$ cat src/rtl/button_pkg.sv
// button_pkg: shared types and widths for the push-button front ends.
package button_pkg;

  localparam int TICK_CNT_W   = 8;  // repeat delay/rate tick counter
  localparam int STABLE_CNT_W = 4;  // debounce agreement counter

  // HOLD doubles as the single "pressed" state when auto-repeat is built out.
  typedef enum logic [1:0] {
    IDLE   = 2'd0,
    HOLD   = 2'd1,
    REPEAT = 2'd2
  } btn_state_t;

endpackage

$ cat src/rtl/debounce_tick_gen.sv
// debounce_tick_gen: divides video_clk down to a one-cycle sample tick every
// TICK_DIV cycles; shared by all button front ends.
module debounce_tick_gen #(
  parameter int TICK_DIV = 315_000
) (
  input  logic video_clk,
  input  logic reset,
  output logic tick
);
  localparam int CNT_W = $clog2(TICK_DIV);
  localparam logic [CNT_W-1:0] LAST = CNT_W'(TICK_DIV - 1);

  logic [CNT_W-1:0] cnt;

  // free-running 0..TICK_DIV-1 counter, wraps on the tick edge
  always_ff @(posedge video_clk) begin
    if (reset)            cnt <= '0;
    else if (cnt == LAST) cnt <= '0;
    else                  cnt <= cnt + CNT_W'(1);
  end

  assign tick = (cnt == LAST);

endmodule

$ cat src/rtl/button_autorepeat.sv
// button_autorepeat: synchroniser, tick-sampled debouncer and press/repeat FSM
// feeding one-cycle increment strobes to the time/alarm counters.
// Build macro BUTTON_AUTOREPEAT_EN enables hold-to-repeat; without it every
// debounced press gives exactly one press_pulse and repeating stays 0.
module button_autorepeat
  import button_pkg::*;
#(
  parameter int TICK_DIV           = 315_000,
  parameter int DEBOUNCE_SAMPLES   = 4,
  parameter int REPEAT_DELAY_TICKS = 50,
  parameter int REPEAT_RATE_TICKS  = 15
) (
  input  logic video_clk,
  input  logic reset,
  input  logic button_in,
  output logic press_pulse,
  output logic held,
  output logic repeating
);
  localparam logic [STABLE_CNT_W-1:0] DEB_N = STABLE_CNT_W'(DEBOUNCE_SAMPLES);

  logic                    sync1, btn_sync, tick;
  logic [STABLE_CNT_W-1:0] stable_cnt;
  logic                    differ, qualify, held_rise, held_fall;
  btn_state_t              state, state_nxt;
  logic                    pulse_nxt;

  // two-flop synchroniser for the asynchronous button line
  always_ff @(posedge video_clk) begin
    if (reset) begin
      sync1    <= 1'b0;
      btn_sync <= 1'b0;
    end else begin
      sync1    <= button_in;
      btn_sync <= sync1;
    end
  end

  debounce_tick_gen #(
    .TICK_DIV (TICK_DIV)
  ) u_tick (
    .video_clk (video_clk),
    .reset     (reset),
    .tick      (tick)
  );

  // held toggles on the tick that completes DEB_N consecutive disagreeing
  // samples; the FSM sees that edge combinationally so press_pulse lines up
  // with held's first high cycle.
  assign differ    = btn_sync ^ held;
  assign qualify   = tick && differ && ((stable_cnt + STABLE_CNT_W'(1)) == DEB_N);
  assign held_rise = qualify && !held;
  assign held_fall = qualify &&  held;

  // debouncer: count disagreeing tick samples, clear on any agreeing one
  always_ff @(posedge video_clk) begin
    if (reset) begin
      stable_cnt <= '0;
      held       <= 1'b0;
    end else if (tick) begin
      if (!differ) begin
        stable_cnt <= '0;
      end else if (qualify) begin
        stable_cnt <= '0;
        held       <= ~held;
      end else begin
        stable_cnt <= stable_cnt + STABLE_CNT_W'(1);
      end
    end
  end

`ifdef BUTTON_AUTOREPEAT_EN
  localparam logic [TICK_CNT_W:0] DELAY_N = (TICK_CNT_W+1)'(REPEAT_DELAY_TICKS);
  localparam logic [TICK_CNT_W:0] RATE_N  = (TICK_CNT_W+1)'(REPEAT_RATE_TICKS);

  logic [TICK_CNT_W-1:0] tick_cnt, tick_cnt_nxt, tick_cnt_sat;
  logic [TICK_CNT_W:0]   tick_cnt_p1;

  // compare on a one-bit-wider sum so a full counter can never alias
  assign tick_cnt_p1  = {1'b0, tick_cnt} + (TICK_CNT_W+1)'(1);
  assign tick_cnt_sat = (&tick_cnt) ? tick_cnt : tick_cnt_p1[TICK_CNT_W-1:0];

  // next-state: press pulse, delay to first repeat, then fixed-rate repeats;
  // a release always wins over a repeat due on the same tick
  always_comb begin
    state_nxt    = state;
    tick_cnt_nxt = tick_cnt;
    pulse_nxt    = 1'b0;
    case (state)
      IDLE: begin
        tick_cnt_nxt = '0;
        if (held_rise) begin
          pulse_nxt = 1'b1;
          state_nxt = HOLD;
        end
      end
      HOLD: begin
        if (held_fall) begin
          state_nxt    = IDLE;
          tick_cnt_nxt = '0;
        end else if (tick) begin
          if (tick_cnt_p1 == DELAY_N) begin
            pulse_nxt    = 1'b1;
            tick_cnt_nxt = '0;
            state_nxt    = REPEAT;
          end else begin
            tick_cnt_nxt = tick_cnt_sat;
          end
        end
      end
      REPEAT: begin
        if (held_fall) begin
          state_nxt    = IDLE;
          tick_cnt_nxt = '0;
        end else if (tick) begin
          if (tick_cnt_p1 == RATE_N) begin
            pulse_nxt    = 1'b1;
            tick_cnt_nxt = '0;
          end else begin
            tick_cnt_nxt = tick_cnt_sat;
          end
        end
      end
      default: begin
        state_nxt    = IDLE;
        tick_cnt_nxt = '0;
      end
    endcase
  end

  // FSM state, tick counter and registered strobe
  always_ff @(posedge video_clk) begin
    if (reset) begin
      state       <= IDLE;
      tick_cnt    <= '0;
      press_pulse <= 1'b0;
    end else begin
      state       <= state_nxt;
      tick_cnt    <= tick_cnt_nxt;
      press_pulse <= pulse_nxt;
    end
  end

  assign repeating = (state == REPEAT);
`else
  // repeat timing is not built; keep the parameters referenced
  logic unused_repeat_cfg;
  assign unused_repeat_cfg = REPEAT_DELAY_TICKS[0] ^ REPEAT_RATE_TICKS[0];

  // next-state: one pulse on press, then wait in HOLD for the release
  always_comb begin
    state_nxt = state;
    pulse_nxt = 1'b0;
    case (state)
      IDLE: begin
        if (held_rise) begin
          pulse_nxt = 1'b1;
          state_nxt = HOLD;
        end
      end
      HOLD: begin
        if (held_fall) state_nxt = IDLE;
      end
      default: state_nxt = IDLE;
    endcase
  end

  // FSM state and registered strobe
  always_ff @(posedge video_clk) begin
    if (reset) begin
      state       <= IDLE;
      press_pulse <= 1'b0;
    end else begin
      state       <= state_nxt;
      press_pulse <= pulse_nxt;
    end
  end

  assign repeating = 1'b0;
`endif

endmodule
$ cat config.mk
export PLATFORM = sky130hd
export DESIGN_NAME = button_autorepeat
export DESIGN_NICKNAME = d
export VERILOG_FILES = /design/src/rtl/button_pkg.sv /design/src/rtl/debounce_tick_gen.sv /design/src/rtl/button_autorepeat.sv
export SDC_FILE = /design/constraint.sdc
export NUM_CORES = 1
export LEC_CHECK = 0
export CAP_MARGIN = 5
export CORE_UTILIZATION = 52
export DETAILED_ROUTE_END_ITERATION = 6
export PLACE_DENSITY = 0.69
export RECOVER_POWER = 100
export SYNTH_ARGS = -nofsm -noshare
export SYNTH_HDL_FRONTEND = slang
export SYNTH_SLANG_ARGS = --single-unit
$ cat constraint.sdc
create_clock -name video_clk -period 1.73 [get_ports video_clk]
set_input_delay 0.4325 -clock video_clk [delete_from_list [all_inputs] [get_ports video_clk]]
set_output_delay 0.4325 -clock video_clk [all_outputs]
set_load 0.02 [all_outputs]
==> flow_summary.html <==
<table>
<tr><th>Metric</th><th>Value</th></tr>
<tr><th colspan="2">Power</th></tr>
<tr><td>Sequential group share of total power</td><td>0.675</td></tr>
<tr><td>P_int</td><td>0.771 mW</td></tr>
<tr><td>Clock group share of total power</td><td>0.261</td></tr>
<tr><td>Leakage dissipation</td><td>~0.58 nW</td></tr>
<tr><td>Power density over the cells</td><td>609 mW/mm^2</td></tr>
<tr><td>Worst supply voltage drop on vdd</td><td>0.000606 V</td></tr>
<tr><td>Switching power share of the total</td><td>0.222</td></tr>
<tr><td>Combinational cell fraction of total power</td><td>0.065</td></tr>
<tr><td>Switching power summed over all nets</td><td>0.220 mW</td></tr>
<tr><th colspan="2">Yosys</th></tr>
<tr><td>Xor-xnor portion of the synthesized cell area</td><td>0.0941</td></tr>
<tr><td>Net Count, Synth</td><td>around 150</td></tr>
<tr><td>Simple-gate area share of the yosys netlist</td><td>0.317</td></tr>
<tr><td>Sequential element share of the synthesized area</td><td>0.430</td></tr>
<tr><td>Async SR Flop Fraction</td><td>0</td></tr>
<tr><td>EDFF count, synth</td><td>0</td></tr>
<tr><td>Post-synthesis register bit count</td><td>28</td></tr>
<tr><td>Largest cells by area after synthesis</td><td>sky130_fd_sc_hd__dfxtp_1 43%, sky130_fd_sc_hd__nor2_1 5.2%, sky130_fd_sc_hd__xnor2_1 4.7%, sky130_fd_sc_hd__xor2_1 4.7%, sky130_fd_sc_hd__nand4_1 4.3%</td></tr>
<tr><td>Library cell with the highest instance count after synthesis</td><td>sky130_fd_sc_hd__dfxtp_1</td></tr>
<tr><td>Post-synth top flop</td><td>sky130_fd_sc_hd__dfxtp_1</td></tr>
<tr><td>Most frequent cells after synthesis</td><td>28 x sky130_fd_sc_hd__dfxtp_1, 18 x sky130_fd_sc_hd__nor2_1, 9 x sky130_fd_sc_hd__a21oi_1, 9 x sky130_fd_sc_hd__nand3_1, 9 x sky130_fd_sc_hd__nand4_1</td></tr>
<tr><td>Average footprint of a synthesized cell</td><td>between 8 and 9 sq um</td></tr>
<tr><td>Post-synthesis mux area share</td><td>0</td></tr>
<tr><td>Warning count from the yosys run</td><td>0</td></tr>
<tr><td>Netlist Area Pre-Place</td><td>0.00130 sq mm</td></tr>
<tr><td>Post-synthesis cell count</td><td>149</td></tr>
<tr><td>Post-synth top area cell</td><td>sky130_fd_sc_hd__dfxtp_1</td></tr>
<tr><td>Area share of fa/ha/maj cells after synthesis</td><td>0.0192</td></tr>
<tr><td>Synth Area in Compound Gates</td><td>0.102</td></tr>
<tr><td>Largest family of logic cells by synthesized area</td><td>simple AND/OR/NAND/NOR gates</td></tr>
<tr><td>Area share of the largest cell type after synthesis</td><td>0.430</td></tr>
<tr><td>Number of distinct standard cells referenced by the synthesized netlist</td><td>35</td></tr>
<tr><th colspan="2">Routing</th></tr>
<tr><td>Detailed-route wire length per cell</td><td>13.8 um</td></tr>
<tr><td>Iteration-0 DRC Markers</td><td>15</td></tr>
<tr><td>Total iterations of the first detailed-routing run</td><td>4</td></tr>
<tr><td>Routed wire length</td><td>approximately 2.8 mm</td></tr>
<tr><td>Antenna Violating Nets Remaining</td><td>0</td></tr>
<tr><td>Vias</td><td>roughly 1100</td></tr>
<tr><td>Final routed DRC violation total</td><td>0</td></tr>
<tr><td>Routed vias/inst</td><td>approximately 5.6</td></tr>
<tr><th colspan="2">CTS</th></tr>
<tr><td>Buffer cell driving the clock tree root</td><td>sky130_fd_sc_hd__clkbuf_4</td></tr>
<tr><td>Clock tree buffer depth</td><td>2</td></tr>
<tr><td>Count of hold-fix buffers inserted at cts</td><td>0</td></tr>
<tr><td>Number of H-tree levels</td><td>1</td></tr>
<tr><td>TritonCTS clock tree</td><td>done</td></tr>
<tr><td>CTS clock-pin slew for the worst setup and hold paths</td><td>140 ps</td></tr>
<tr><td>Source-to-sink clock delay at the later pin of the worst-skew pair</td><td>320 ps</td></tr>
<tr><td>Clock tree sinks</td><td>28</td></tr>
<tr><td>Inserted Clock Buffers</td><td>3</td></tr>
<tr><th colspan="2">GRT</th></tr>
<tr><td>Number of antenna violations at the first check in global routing</td><td>0</td></tr>
<tr><td>Via count of the first global-routing pass</td><td>1115</td></tr>
<tr><td>Largest net degree at the start of global routing</td><td>19</td></tr>
<tr><td>Global-route wire length before repair</td><td>4.71 mm</td></tr>
<tr><td>All-Layer GR Usage</td><td>0.232</td></tr>
<tr><td>Remaining global-route overflow</td><td>0</td></tr>
<tr><th colspan="2">Finish</th></tr>
<tr><td>Area growth syn-to-layout</td><td>25.0%</td></tr>
<tr><td>Filler instances</td><td>roughly 180</td></tr>
<tr><td>Number of nets at the end of the flow</td><td>182</td></tr>
<tr><td>Combined flip-flop and latch cell area</td><td>572 sq um</td></tr>
<tr><td>Multi-input gate area in the final layout</td><td>754 sq um</td></tr>
<tr><td>Number of inserted diodes</td><td>0</td></tr>
<tr><td>Share of layout cells above drive strength 1</td><td>0.286</td></tr>
<tr><td>Util after Layout</td><td>0.715</td></tr>
<tr><th colspan="2">Run status</th></tr>
<tr><td>Result of the run</td><td>complete, but fails checks</td></tr>
<tr><td>Violations in the final reports</td><td>setup timing</td></tr>
<tr><th colspan="2">Timing</th></tr>
<tr><td>Final-report setup violation count</td><td>1</td></tr>
<tr><td>Final Hold Viols</td><td>0</td></tr>
<tr><td>Max frequency</td><td>0.573 GHz</td></tr>
<tr><td>Fin Clk Skew</td><td>4.80 ps</td></tr>
<tr><td>Period utilization</td><td>1.01</td></tr>
<tr><td>Setup total negative slack</td><td>-16.0 ps</td></tr>
<tr><td>Min cycle time layout</td><td>about 1700 ps</td></tr>
<tr><td>Unrepaired setup endpoints after global routing</td><td>yes</td></tr>
<tr><td>Count of final max-slew check failures</td><td>0</td></tr>
<tr><td>Min setup slack post-route</td><td>-16.0 ps</td></tr>
<tr><th colspan="2">Die</th></tr>
<tr><td>Total Die Area</td><td>0.00271 sq mm</td></tr>
<tr><td>Die Wd</td><td>52.1 um</td></tr>
<tr><td>Die boundary height</td><td>between 50 and 60 um</td></tr>
<tr><td>Number of core rows</td><td>17</td></tr>
<tr><td>Effective utilization at floorplan</td><td>0.572</td></tr>
<tr><td>Core Region</td><td>0.00228 sq mm</td></tr>
<tr><td>Io pins</td><td>6</td></tr>
<tr><th colspan="2">Setup path</th></tr>
<tr><td>Worst Path Max Fanout</td><td>4</td></tr>
<tr><td>Type of the worst setup path</td><td>flop to flop</td></tr>
<tr><td>Critical Path End Type</td><td>flop</td></tr>
<tr><td>Setup crit start kind</td><td>flop</td></tr>
<tr><td>Worst path arrival time</td><td>2020 ps</td></tr>
<tr><td>Data required time of the worst path</td><td>about 2000 ps</td></tr>
<tr><th colspan="2">Run</th></tr>
<tr><td>Max cap viols</td><td>0</td></tr>
<tr><th colspan="2">Hold path</th></tr>
<tr><td>Kind of path behind the tightest hold check</td><td>flop to flop</td></tr>
<tr><th colspan="2">Place</th></tr>
<tr><td>Count of port buffers added during placement</td><td>4</td></tr>
<tr><td>Global placement routability congestion</td><td>0.837</td></tr>
<tr><td>HPWL reported at the end of detailed placement</td><td>2.02 mm</td></tr>
</table>
-- area by class of cell --
cell class	count	area share
Clock buffer	3	0.0138
Inverter	5	0.0115
Multi-Input combinational cell	110	0.463
Sequential cell	28	0.351
Tap cell	28	0.0215
Timing Repair Buffer	29	0.138
-- flip-flops by register name, summed over array words and instances (netlist names) --
signal / count
held: 1
btn_sync: 1
sync1: 1
u_tick.cnt: 19
state: 1
press_pulse: 1
stable_cnt: 4
-- per-stage QoR --
step / setup slack, ps / power (mW) / hold WS [ps] / std cells / cell area, sq um
6_report: -16.0 / 0.991 / 453 / 203 / 1630
5_1_grt: -70.9 / 1.03 / 486 / 203 / 1630
2_1_floorplan: 1.49 / 0.714 / 414 / 149 / 1330
3_5_place_dp: -18.8 / 0.740 / 425 / 198 / 1560
4_1_cts: -25.6 / 1.00 / 454 / 202 / 1600
3_3_place_gp: 40.7 / 0.736 / 422 / 198 / 1560
-- critical path, stage by stage (launching register included) --
cell,delay (ps)
sky130_fd_sc_hd__dfxtp_4,400
sky130_fd_sc_hd__ha_4,150
sky130_fd_sc_hd__nand3_2,70
sky130_fd_sc_hd__or4b_4,540
sky130_fd_sc_hd__or4_4,430
sky130_fd_sc_hd__a21oi_2,110
-- layer usage --
metal | part of all wire | routed length (um) | vias up | GRT usage
met1 | 0.45 | 1260 | 546 | 0.271
met3 | 0.025 | 69 | 2 | 0.0409
met2 | 0.52 | 1460 | 16 | 0.421
li1 | - | - | 580 | -
met4 | 0.0050 | 14 | 0 | 0.0721
met5 | 0 | 0 | - | 0
-- logic make-up after synthesis --
group           after synthesis
xor+xnor                     14
compound gates               22
flops                        28
other cells                   1
buf+inv                      11
simple gates                 71
fa+ha+maj                     2
-- power by group through the flow --
stage	Combinational, mW	Clock [mW]	Sequential (mW)
4_1_cts	0.0625	0.273	0.667
2_1_floorplan	0.0334	0	0.680
3_3_place_gp	0.0558	0	0.680
5_1_grt	0.0696	0.294	0.670
6_report	0.0639	0.258	0.668
3_5_place_dp	0.0585	0	0.681
-- worst paths after layout --
kind         depth (start not counted)             end           from  slack (ps)
max                                  5  u_tick.cnt[18]  u_tick.cnt[1]         -20
min                                  1        btn_sync          sync1         450
max reg2reg                          5  u_tick.cnt[18]  u_tick.cnt[1]         -20
min reg2reg                          1        btn_sync          sync1         450
-- placed cells by master (no fill, tap or decap), types with 2 or more instances in the layout --
| cell type | instances |
|---|---|
| sky130_fd_sc_hd__a21oi_1 | 6 |
| sky130_fd_sc_hd__clkbuf_4 | 3 |
| sky130_fd_sc_hd__nand3_1 | 8 |
| sky130_fd_sc_hd__o21ai_0 | 5 |
| sky130_fd_sc_hd__inv_1 | 5 |
| sky130_fd_sc_hd__nand2_1 | 6 |
| sky130_fd_sc_hd__dfxtp_2 | 6 |
| sky130_fd_sc_hd__nand4_1 | 9 |
| sky130_fd_sc_hd__o31ai_1 | 2 |
| sky130_fd_sc_hd__a21oi_2 | 3 |
| sky130_fd_sc_hd__dfxtp_1 | 21 |
| sky130_fd_sc_hd__a31o_2 | 3 |
| sky130_fd_sc_hd__or4_4 | 3 |
| sky130_fd_sc_hd__clkbuf_1 | 3 |
| sky130_fd_sc_hd__nor4_1 | 3 |
| sky130_fd_sc_hd__xor2_1 | 7 |
| sky130_fd_sc_hd__or3_1 | 3 |
| sky130_fd_sc_hd__xnor2_1 | 7 |
| sky130_fd_sc_hd__nor2b_1 | 3 |
| sky130_fd_sc_hd__buf_4 | 22 |
| sky130_fd_sc_hd__and3_1 | 3 |
| sky130_fd_sc_hd__nor2_1 | 18 |
-- timing repair --
action,CTS,global route
endpoints found under the setup margin,3,6
pin swaps,1,3
setup buffers,1,1
endpoints found under the hold margin,0,0
resized for setup,6,10
Note: power is estimated with default switching activity, not from simulation.
